`config.mk`:
```
export PLATFORM = sky130hd
export DESIGN_NAME = alarm_mode_ctrl
export DESIGN_NICKNAME = d
export VERILOG_FILES = /design/src/rtl/alarm_pkg.sv /design/src/rtl/hm_wrap_inc.sv /design/src/rtl/alarm_mode_ctrl.sv
export SDC_FILE = /design/constraint.sdc
export NUM_CORES = 1
export LEC_CHECK = 0
export BUFFER_PORTS_ARGS = -buffer_cell sky130_fd_sc_hd__clkbuf_2
export CORE_ASPECT_RATIO = 1.75
export CORE_MARGIN = 2
export CORE_UTILIZATION = 30
export CTS_CLUSTER_SIZE = 28
export DETAILED_ROUTE_END_ITERATION = 10
export GPL_TIMING_DRIVEN = 0
export PLACE_DENSITY = 0.59
export SYNTH_ARGS = -nofsm -noshare
export SYNTH_HDL_FRONTEND = slang
export SYNTH_HIERARCHICAL = 1
export SYNTH_SLANG_ARGS = --single-unit
export TNS_END_PERCENT = 50
```
`constraint.sdc`:
```
create_clock -name clock -period 4.5 [get_ports clock]
set_input_delay 0.225 -clock clock [delete_from_list [all_inputs] [get_ports clock]]
set_output_delay 0.225 -clock clock [all_outputs]
set_load 0.05 [all_outputs]
```
`src/rtl/alarm_pkg.sv`:
```
// Shared types and time-range constants for the math alarm clock mode sequencer.
package alarm_pkg;

  typedef enum logic [2:0] {
    StRun,
    StSetClock,
    StSetAlarm,
    StRinging,
    StQuestion,
    StSnooze
  } state_e;

  localparam logic [3:0] HR_MIN  = 4'd1;
  localparam logic [3:0] HR_MAX  = 4'd12;
  localparam logic [5:0] MIN_MAX = 6'd59;
  localparam int unsigned ANS_W  = 7;

endpackage

```
`src/rtl/hm_wrap_inc.sv`:
```
// Combinational hour/minute increment: hour wraps 12->1, minute wraps 59->0, no carry.
module hm_wrap_inc
  import alarm_pkg::*;
(
  input  logic [3:0] hr,
  input  logic [5:0] min,
  input  logic       inc_hr,
  input  logic       inc_min,
  output logic [3:0] hr_next,
  output logic [5:0] min_next
);

  always_comb begin
    hr_next  = hr;
    min_next = min;
    if (inc_hr) begin
      hr_next = (hr >= HR_MAX) ? HR_MIN : hr + 4'd1;
    end
    if (inc_min) begin
      min_next = (min >= MIN_MAX) ? 6'd0 : min + 6'd1;
    end
  end

endmodule

```
`src/rtl/alarm_mode_ctrl.sv`:
```
// Mode sequencer for the math alarm clock: set-clock/set-alarm editing, alarm match, Q&A loop.
// Optional snooze state is built when ALARM_SNOOZE_EN is defined.
module alarm_mode_ctrl
  import alarm_pkg::*;
#(
  parameter logic [3:0]  ALARM_HR_RST  = 4'd6,
  parameter logic [5:0]  ALARM_MIN_RST = 6'd0,
  parameter int unsigned MAX_TRIES     = 3,
  parameter int unsigned SNOOZE_SECS   = 300
) (
  input  logic             clock,
  input  logic             reset,
  input  logic             sec_tick,
  input  logic             key_mode,
  input  logic             key_enter,
  input  logic             key_inc_hr,
  input  logic             key_inc_min,
  input  logic [3:0]       clock_hr,
  input  logic [5:0]       clock_min,
  input  logic [ANS_W-1:0] answer,
  input  logic             q_valid,
  input  logic [ANS_W-1:0] q_a,
  input  logic [ANS_W-1:0] q_b,
  output logic             q_req,
  output logic             clock_load,
  output logic [3:0]       set_hr,
  output logic [5:0]       set_min,
  output logic [3:0]       alarm_hr,
  output logic [5:0]       alarm_min,
  output logic [3:0]       disp_hr,
  output logic [5:0]       disp_min,
  output logic             alarm_on,
  output logic             question,
  output logic             alarm_set,
  output logic             clock_set,
  output logic [ANS_W-1:0] question_a,
  output logic [ANS_W-1:0] question_b,
  output logic [ANS_W-1:0] question_c,
  output logic             buzzer
);

  localparam int unsigned TriesW = (MAX_TRIES > 1) ? $clog2(MAX_TRIES + 1) : 1;
  localparam logic [TriesW-1:0] TriesLast = TriesW'(MAX_TRIES - 1);

  state_e             state_q, state_d;
  logic [3:0]         alarm_hr_q, alarm_hr_d, set_hr_q, set_hr_d;
  logic [5:0]         alarm_min_q, alarm_min_d, set_min_q, set_min_d;
  logic               armed_q, armed_d, fired_q, fired_d;
  logic [TriesW-1:0]  tries_q, tries_d;
  logic [ANS_W-1:0]   qa_q, qa_d, qb_q, qb_d;
  logic               q_req_q, q_req_d, clock_load_q, clock_load_d;
  logic [3:0]         set_hr_inc, alarm_hr_inc;
  logic [5:0]         set_min_inc, alarm_min_inc;
  logic               match, correct;

`ifdef ALARM_SNOOZE_EN
  localparam int unsigned SnzW = (SNOOZE_SECS > 0) ? $clog2(SNOOZE_SECS + 1) : 1;
  logic [SnzW-1:0] snz_q, snz_d;
`else
  logic unused_snooze_secs;
  assign unused_snooze_secs = ^SNOOZE_SECS;
`endif

  hm_wrap_inc u_set_inc (
    .hr       (set_hr_q),
    .min      (set_min_q),
    .inc_hr   (key_inc_hr),
    .inc_min  (key_inc_min),
    .hr_next  (set_hr_inc),
    .min_next (set_min_inc)
  );

  hm_wrap_inc u_alarm_inc (
    .hr       (alarm_hr_q),
    .min      (alarm_min_q),
    .inc_hr   (key_inc_hr),
    .inc_min  (key_inc_min),
    .hr_next  (alarm_hr_inc),
    .min_next (alarm_min_inc)
  );

  assign match = sec_tick & armed_q & ~fired_q &
                 (clock_hr == alarm_hr_q) & (clock_min == alarm_min_q);
  // 8-bit compare so a 7-bit sum cannot alias on overflow
  assign correct = ({1'b0, answer} == ({1'b0, qa_q} + {1'b0, qb_q}));

  always_comb begin
    state_d      = state_q;
    alarm_hr_d   = alarm_hr_q;
    alarm_min_d  = alarm_min_q;
    set_hr_d     = set_hr_q;
    set_min_d    = set_min_q;
    armed_d      = armed_q;
    fired_d      = fired_q;
    tries_d      = tries_q;
    qa_d         = qa_q;
    qb_d         = qb_q;
    q_req_d      = 1'b0;
    clock_load_d = 1'b0;
`ifdef ALARM_SNOOZE_EN
    snz_d        = snz_q;
`endif
    // Re-arms the once-per-minute latch as soon as the minute moves on
    if (clock_min != alarm_min_q) fired_d = 1'b0;

    unique case (state_q)
      StRun: begin
        if (match) begin
          state_d = StRinging;
          fired_d = 1'b1;
          tries_d = '0;
          q_req_d = 1'b1;
        end else if (key_mode) begin
          state_d   = StSetClock;
          set_hr_d  = clock_hr;
          set_min_d = clock_min;
        end
      end
      StSetClock: begin
        set_hr_d  = set_hr_inc;
        set_min_d = set_min_inc;
        if (key_enter) begin
          clock_load_d = 1'b1;
          state_d      = StRun;
        end else if (key_mode) begin
          state_d = StSetAlarm;
        end
      end
      StSetAlarm: begin
        alarm_hr_d  = alarm_hr_inc;
        alarm_min_d = alarm_min_inc;
        if (key_enter) begin
          armed_d = 1'b1;
          state_d = StRun;
        end else if (key_mode) begin
          armed_d = 1'b0;
          state_d = StRun;
        end
      end
      StRinging: begin
        if (q_valid) begin
          qa_d    = q_a;
          qb_d    = q_b;
          state_d = StQuestion;
        end
`ifdef ALARM_SNOOZE_EN
        else if (key_mode) begin
          state_d = StSnooze;
          snz_d   = SnzW'(SNOOZE_SECS);
        end
`endif
      end
      StQuestion: begin
        if (key_enter) begin
          if (correct) begin
            state_d = StRun;
          end else if (tries_q == TriesLast) begin
            tries_d = '0;
            q_req_d = 1'b1;
            state_d = StRinging;
          end else begin
            tries_d = tries_q + 1'b1;
          end
        end
`ifdef ALARM_SNOOZE_EN
        else if (key_mode) begin
          state_d = StSnooze;
          snz_d   = SnzW'(SNOOZE_SECS);
        end
`endif
      end
`ifdef ALARM_SNOOZE_EN
      StSnooze: begin
        if (key_enter) begin
          state_d = StRun;
        end else if (snz_q == '0) begin
          state_d = StRinging;
          tries_d = '0;
          q_req_d = 1'b1;
        end else if (sec_tick) begin
          snz_d = snz_q - 1'b1;
        end
      end
`endif
      default: state_d = StRun;
    endcase
  end

  always_ff @(posedge clock) begin
    if (reset) begin
      state_q      <= StRun;
      alarm_hr_q   <= ALARM_HR_RST;
      alarm_min_q  <= ALARM_MIN_RST;
      set_hr_q     <= HR_MAX;
      set_min_q    <= 6'd0;
      armed_q      <= 1'b0;
      fired_q      <= 1'b0;
      tries_q      <= '0;
      qa_q         <= '0;
      qb_q         <= '0;
      q_req_q      <= 1'b0;
      clock_load_q <= 1'b0;
`ifdef ALARM_SNOOZE_EN
      snz_q        <= '0;
`endif
    end else begin
      state_q      <= state_d;
      alarm_hr_q   <= alarm_hr_d;
      alarm_min_q  <= alarm_min_d;
      set_hr_q     <= set_hr_d;
      set_min_q    <= set_min_d;
      armed_q      <= armed_d;
      fired_q      <= fired_d;
      tries_q      <= tries_d;
      qa_q         <= qa_d;
      qb_q         <= qb_d;
      q_req_q      <= q_req_d;
      clock_load_q <= clock_load_d;
`ifdef ALARM_SNOOZE_EN
      snz_q        <= snz_d;
`endif
    end
  end

  always_comb begin
    alarm_on  = 1'b0;
    question  = 1'b0;
    alarm_set = 1'b0;
    clock_set = 1'b0;
    buzzer    = 1'b0;
    unique case (state_q)
      StRun, StSetClock, StSnooze: clock_set = 1'b1;
      StSetAlarm: alarm_set = 1'b1;
      StRinging: begin
        alarm_on = 1'b1;
        buzzer   = 1'b1;
      end
      StQuestion: begin
        alarm_on = 1'b1;
        question = 1'b1;
        buzzer   = 1'b1;
      end
      default: clock_set = 1'b1;
    endcase
  end

  assign q_req      = q_req_q;
  assign clock_load = clock_load_q;
  assign set_hr     = set_hr_q;
  assign set_min    = set_min_q;
  assign alarm_hr   = alarm_hr_q;
  assign alarm_min  = alarm_min_q;
  assign disp_hr    = (state_q == StSetClock) ? set_hr_q : clock_hr;
  assign disp_min   = (state_q == StSetClock) ? set_min_q : clock_min;
  assign question_a = qa_q;
  assign question_b = qb_q;
  assign question_c = answer;

endmodule
```
=== Word level (Yosys, flattened, before mapping) ===
Cells that the tools add are included.
W data, S select, Z words.

* Add/subtract/negate cells: 6
* Multipliers: 0
* Divide/modulo/power cells: 0
* Order comparisons: 4
* Equality and inequality tests: 21
* Shifts and indexed selects: 0
* Muxes and demuxes: 45
* Bitwise gates (word level): 6
* Reduce and logical (&&, ||, !) cells: 15

{| class="wikitable"
|+ Operators by type and width
! cell !! number
|-
| $mux W6 || 6
|-
| $mux W3 || 10
|-
| $mux W4 || 6
|-
| $ne A2 B2 Y1 const B || 8
|-
| $pmux W3 S5 || 1
|-
| $mux W1 || 14
|-
| $add A6 B1 Y6 const B || 2
|-
| $ge A6 B6 Y1 const B || 2
|-
| $ne A3 B3 Y1 const B || 4
|-
| $pmux W6 S2 || 1
|-
| $reduce_and A4 Y1 || 3
|-
| $add A4 B1 Y4 const B || 2
|-
| $add A7 B7 Y8 || 1
|-
| $eq A7 B8 Y1 || 1
|-
| $ge A4 B4 Y1 const B || 2
|-
| $mux W2 || 4
|-
| $pmux W4 S2 || 1
|-
| $reduce_and A2 Y1 || 4
|-
| $eq A3 B2 Y1 const B || 2
|-
| $eq A6 B6 Y1 || 1
|-
| $ne A6 B6 Y1 || 1
|-
| $reduce_and A6 Y1 || 1
|-
| $reduce_bool A2 Y1 || 3
|-
| $and A1 B1 Y1 || 4
|-
| 11 further kinds || 13
|}

* Register bits: 43
* Bits in latches: 0
* RAM bits: 0
* Bits in read-only memories: 0
* Output and inout port bits: 58
* Logic and storage cells: 109
* Memories: 0

=== Depth between registers and ports, before layout ===
* Word-level depth: 6
* Depth in mapped cells: 9
* Gate-level depth less buffers: 9

=== Hierarchy ===
The synthesis kept the hierarchy.

{| class="wikitable"
|+ Modules (own cells, without submodules)
! module !! times used !! cells an instance !! area an instance (um^2) !! sequential area each (um^2)
|-
| alarm_mode_ctrl || 1 || 310 || 2334.7 || 860.8
|-
| hm_wrap_inc || 2 || 39 || 236.5 || 0.0
|}

=== Least setup slack after synthesis ===
Ideal clock, no wire load.

* Path kind: reg-to-reg
* Start: register qb_q[1], in the netlist question_b[1]
* End: register tries_q[0]
* Setup time: 0.059 ns
* Arrival time: 2.673 ns
* Required time: 4.441 ns
* Slack: 1.767 ns
* Cell stages (with the launch flop): 9
* Period minus slack after synthesis: 2.733 ns
* Path through: dfxtp_1 ha_1 a211oi_1 o31ai_4 xnor2_1 nor4b_2 a31oi_2 a2111oi_1 a31o_1

* Longest elaborated chain between the ends: 4

{| class="wikitable"
|+ RTL lines
! element !! RTL line !! text
|-
| start, declared || alarm_mode_ctrl.sv:50 || <nowiki>logic [ANS_W-1:0] qa_q, qa_d, qb_q, qb_d;</nowiki>
|-
| start signal, assigned || alarm_mode_ctrl.sv:216 || <nowiki>qb_q <= qb_d;</nowiki>
|-
| $add A7 B7 Y8 || alarm_mode_ctrl.sv:85 || <nowiki>assign correct = ({1'b0, answer} == ({1'b0, qa_q} + {1'b0, qb_q}));</nowiki>
|-
| $eq A7 B8 Y1 || alarm_mode_ctrl.sv:85 ||
|-
| $ne A2 B2 Y1 (no line) || - ||
|-
| $reduce_and A4 Y1 (no line) || - ||
|-
| end signal, assigned || alarm_mode_ctrl.sv:214 || <nowiki>tries_q <= tries_d;</nowiki>
|-
| end, declared || alarm_mode_ctrl.sv:49 || <nowiki>logic [TriesW-1:0] tries_q, tries_d;</nowiki>
|}

Every way passes these cells.
A chain may end at the register's enable or synchronous reset.

=== Worst setup path after layout ===
* Start: register qa_q[0], in the netlist question_a[0]
* End: register tries_q[1]

* Longest elaborated chain between the ends: 4

{| class="wikitable"
|+ RTL lines
! element !! RTL line !! text
|-
| start, declared || alarm_mode_ctrl.sv:50 ||
|-
| start signal, assigned || alarm_mode_ctrl.sv:215 || <nowiki>qa_q <= qa_d;</nowiki>
|-
| $add A7 B7 Y8 || alarm_mode_ctrl.sv:85 ||
|-
| $eq A7 B8 Y1 || alarm_mode_ctrl.sv:85 ||
|-
| $ne A2 B2 Y1 (no line) || - ||
|-
| $reduce_and A4 Y1 (no line) || - ||
|}

Every way passes these cells.

==> results.toml <==
[global_route]
use_met1_pct = 17.0
grt_pass1_wl_um = 13300
grt_pass1_vias = 2810
gr-usage-all-layers_pct = 16.2
grt_util_met2_pct = 31.0
grt_overflow = 0
grt-busiest-layer = "met2"
grt_max_degree = 17
use_met3_pct = 3.15
antenna_found_initial = 0

[power_and_ir_drop]
clockPowerShare_pct = 22.9
leakage_nw = 1.61
irDropWorstVdd_v = 0.000205
p_comb_share_pct = 49.1
pwr-share-seq_pct = 28.0
p_sw_uw = 930
p_per_area_nw_per_um2 = 525
cellInternalPower_uw = 962
p_sw_share_pct = 49.2
power_mw = 1.89

[routing]
dr.pass1.iters = 4
drt_iter0_drc = 176
wl_um = 8110
routed-via-count = 2992
routed_via_density = 4.90
antenna_left = 0
wl_per_cell_um = 13.3
route.detailed.drc = 0

[finish]
fillCellCount = 1007
synthToLayoutAreaGrowth_pct = 28.3
drive_gt1_share_pct = 25.5
diodes = 0
multi_input_area_sq_um = 1750
seqCellArea_sq_um = 861
layout.nets = 540

[yosys]
synth_simple_gate_area_share_pct = 26.6
synth_top_area_share_pct = 30.7
yosys.area_share.xor_xnor_pct = 7.49
synth_top_family_by_area = "simple AND/OR/NAND/NOR gates"
ys_warn_count = 6
synthFlopType = "dfxtp_1"
synthCells = 388
async_reset_ff_share_pct = 0
synth_top_cell_by_area = "dfxtp_1"
syn-num-nets = 439
synthMuxAreaShare_pct = 1.43
ys_top_cells_by_area = "dfxtp_1 (31%), nand2_1 (15%), a21oi_1 (8.2%)"
synth_edf_count = 0
synth_area_sq_um = 2810
synth_compound_area_share_pct = 21.3
yosys.area_share.adder_pct = 5.61
yosysSeqAreaShare_pct = 30.7
syn_avg_cell_area_sq_um = 7.24
synth_seq_cells = 43
ys_types = 47

[timing]
finalClockSkew_ns = 0.00796
slew_viol_final = 0
hold_viol = 0
fin_tns_setup_ns = 0
clock.fmax_mhz = 362
finalCriticalPeriod_ns = 2.76
period_share_pct = 61.3
grt_setup_unrepaired = "no"
hold_slack_ns = 0.150
tightest_slew_ns = 0.548
setup_viol = 0
relSlewSlack_pct = 63.3

[clocking]
cts_root_buf = "clkbuf_16"
cts_buffers = 5
htree_levels = 2
cts_resized = 0
path_clk_slew_ns = 0.06
clockBufferDepth = 2
tritoncts = "done"
cts_hold_buffers = 0
insertion_delay_ns = 0.29
cts_setup_buffers = 0
clock_sinks = 43

[die]
die_height_um = 132
core_area_sq_um = 9090
die_x_um = 77.1
rows = 46
die-area_sq_um = 10200
ios = 97
start_util_pct = 30.9

[worst_setup_path]
path_class = "reg -> reg"
cp.required_ns = 4.73
worst-path-max-fanout = 8
crit_path_end_kind = "flip-flop"
critPathArrivalTime_ns = 2.99
startpoint_type = "flip-flop"

[job]
drv_cap = 0

[placed_design]
routabilityCongestion = 0.861
dp_hpwl_um = 6480
io_buffers = 94

[outcome]
status = "complete, no violations"

[worst_hold_path]
hold_class = "in -> reg"
## power by group through the flow
| stage | clock (mW) | sequential, mW | combinational, mW |
|---|---|---|---|
| after CTS | 0.441 | 0.530 | 0.934 |
| after global routing | 0.458 | 0.543 | 1.01 |
| after floorplan | 0 | 0.674 | 0.566 |
| after global placement | 0 | 0.537 | 0.927 |
| after detailed placement | 0 | 0.539 | 0.932 |
| final | 0.433 | 0.530 | 0.929 |
## routing by layer
layer	vias to the layer above	routed length, um
met5	-	0
met4	0	137
met3	7	435
met2	98	4370
met1	1364	3160
li1	1523	-
## cells by family after synthesis
kind of cell / count (synthesis)
AOI/OAI and AO/OA: 93
DFF: 43
adders and majority gates: 12
muxes: 4
buffers and inverters: 39
and+or+nand+nor: 173
xor gates and xnor gates: 24
## cells in the mapped netlist, drive strengths merged, types with 3 or more instances
cell / count
a31oi: 3
buf: 14
nand4: 7
nand3b: 4
nor3: 6
dfxtp: 43
a31o: 3
o21ai: 15
o21a: 3
inv: 13
mux2i: 4
clkbuf: 12
nand2b: 5
nor2: 21
nand2: 114
nor4: 3
ha: 11
nand3: 7
a21oi: 46
xor2: 14
xnor2: 10
## worst max-delay path: stages, from the launching register on
cell       delay [ns]
dfxtp_1          0.33
ha_1             0.23
fa_1             0.42
a211oi_1         0.34
nor2_1           0.11
xnor2_1          0.16
nor4b_2          0.25
a31oi_2          0.22
a2111oi_1        0.50
a31o_1           0.14
## final timing paths
| kind | from | to | slack (ns) | cells after the start |
|---|---|---|---|---|
| max reg2reg | question_a[0] | tries_q[1] | 1.74 | 9 |
| min | q_a[2] | question_a[2] | 0.15 | 3 |
| min reg2reg | question_b[3] | question_b[3] | 0.48 | 2 |
| max | question_a[0] | tries_q[1] | 1.74 | 9 |
## area by class of cell
| class | count | area share (%) |
|---|---|---|
| multi-input cells | 306 | 48.6 |
| flip-flops and latches | 43 | 23.9 |
| repair buffers | 94 | 13.1 |
| well taps | 120 | 4.17 |
| plain buffers | 26 | 4.10 |
| clock buffers | 6 | 3.86 |
| inverters | 13 | 1.35 |
| clock inverters | 2 | 0.973 |
## flip-flops by register name, indices dropped and copies added (netlist names)
name,count
q_req,1
fired_q,1
state_q,3
clock_load,1
alarm_hr,4
question_b,7
tries_q,2
alarm_min,6
armed_q,1
set_hr,4
set_min,6
question_a,7
## layout by cell type, fill, tap and decap left out, drive strengths merged, types with 10 or more instances in the layout
cell type,netlist,final
buf,14,14
xor2,14,14
xnor2,10,10
ha,11,11
inv,13,13
dfxtp,43,43
o21ai,15,15
nand2,114,114
a21oi,46,46
nor2,21,21
clkbuf,12,112
## per-stage QoR
stage / cell area (sq um) / instances / worst slack (ns) / utilization (%)
6_report: 3600 / 610 / 1.74 / 39.6
3_5_place_dp: 3430 / 602 / 1.77 / 37.7
4_1_cts: 3600 / 610 / 1.76 / 39.6
5_1_grt: 3600 / 610 / 1.55 / 39.6
3_3_place_gp: 3430 / 602 / 1.81 / 37.7
2_1_floorplan: 2810 / 388 / 1.77 / -
(Power assumes the default switching activity.)
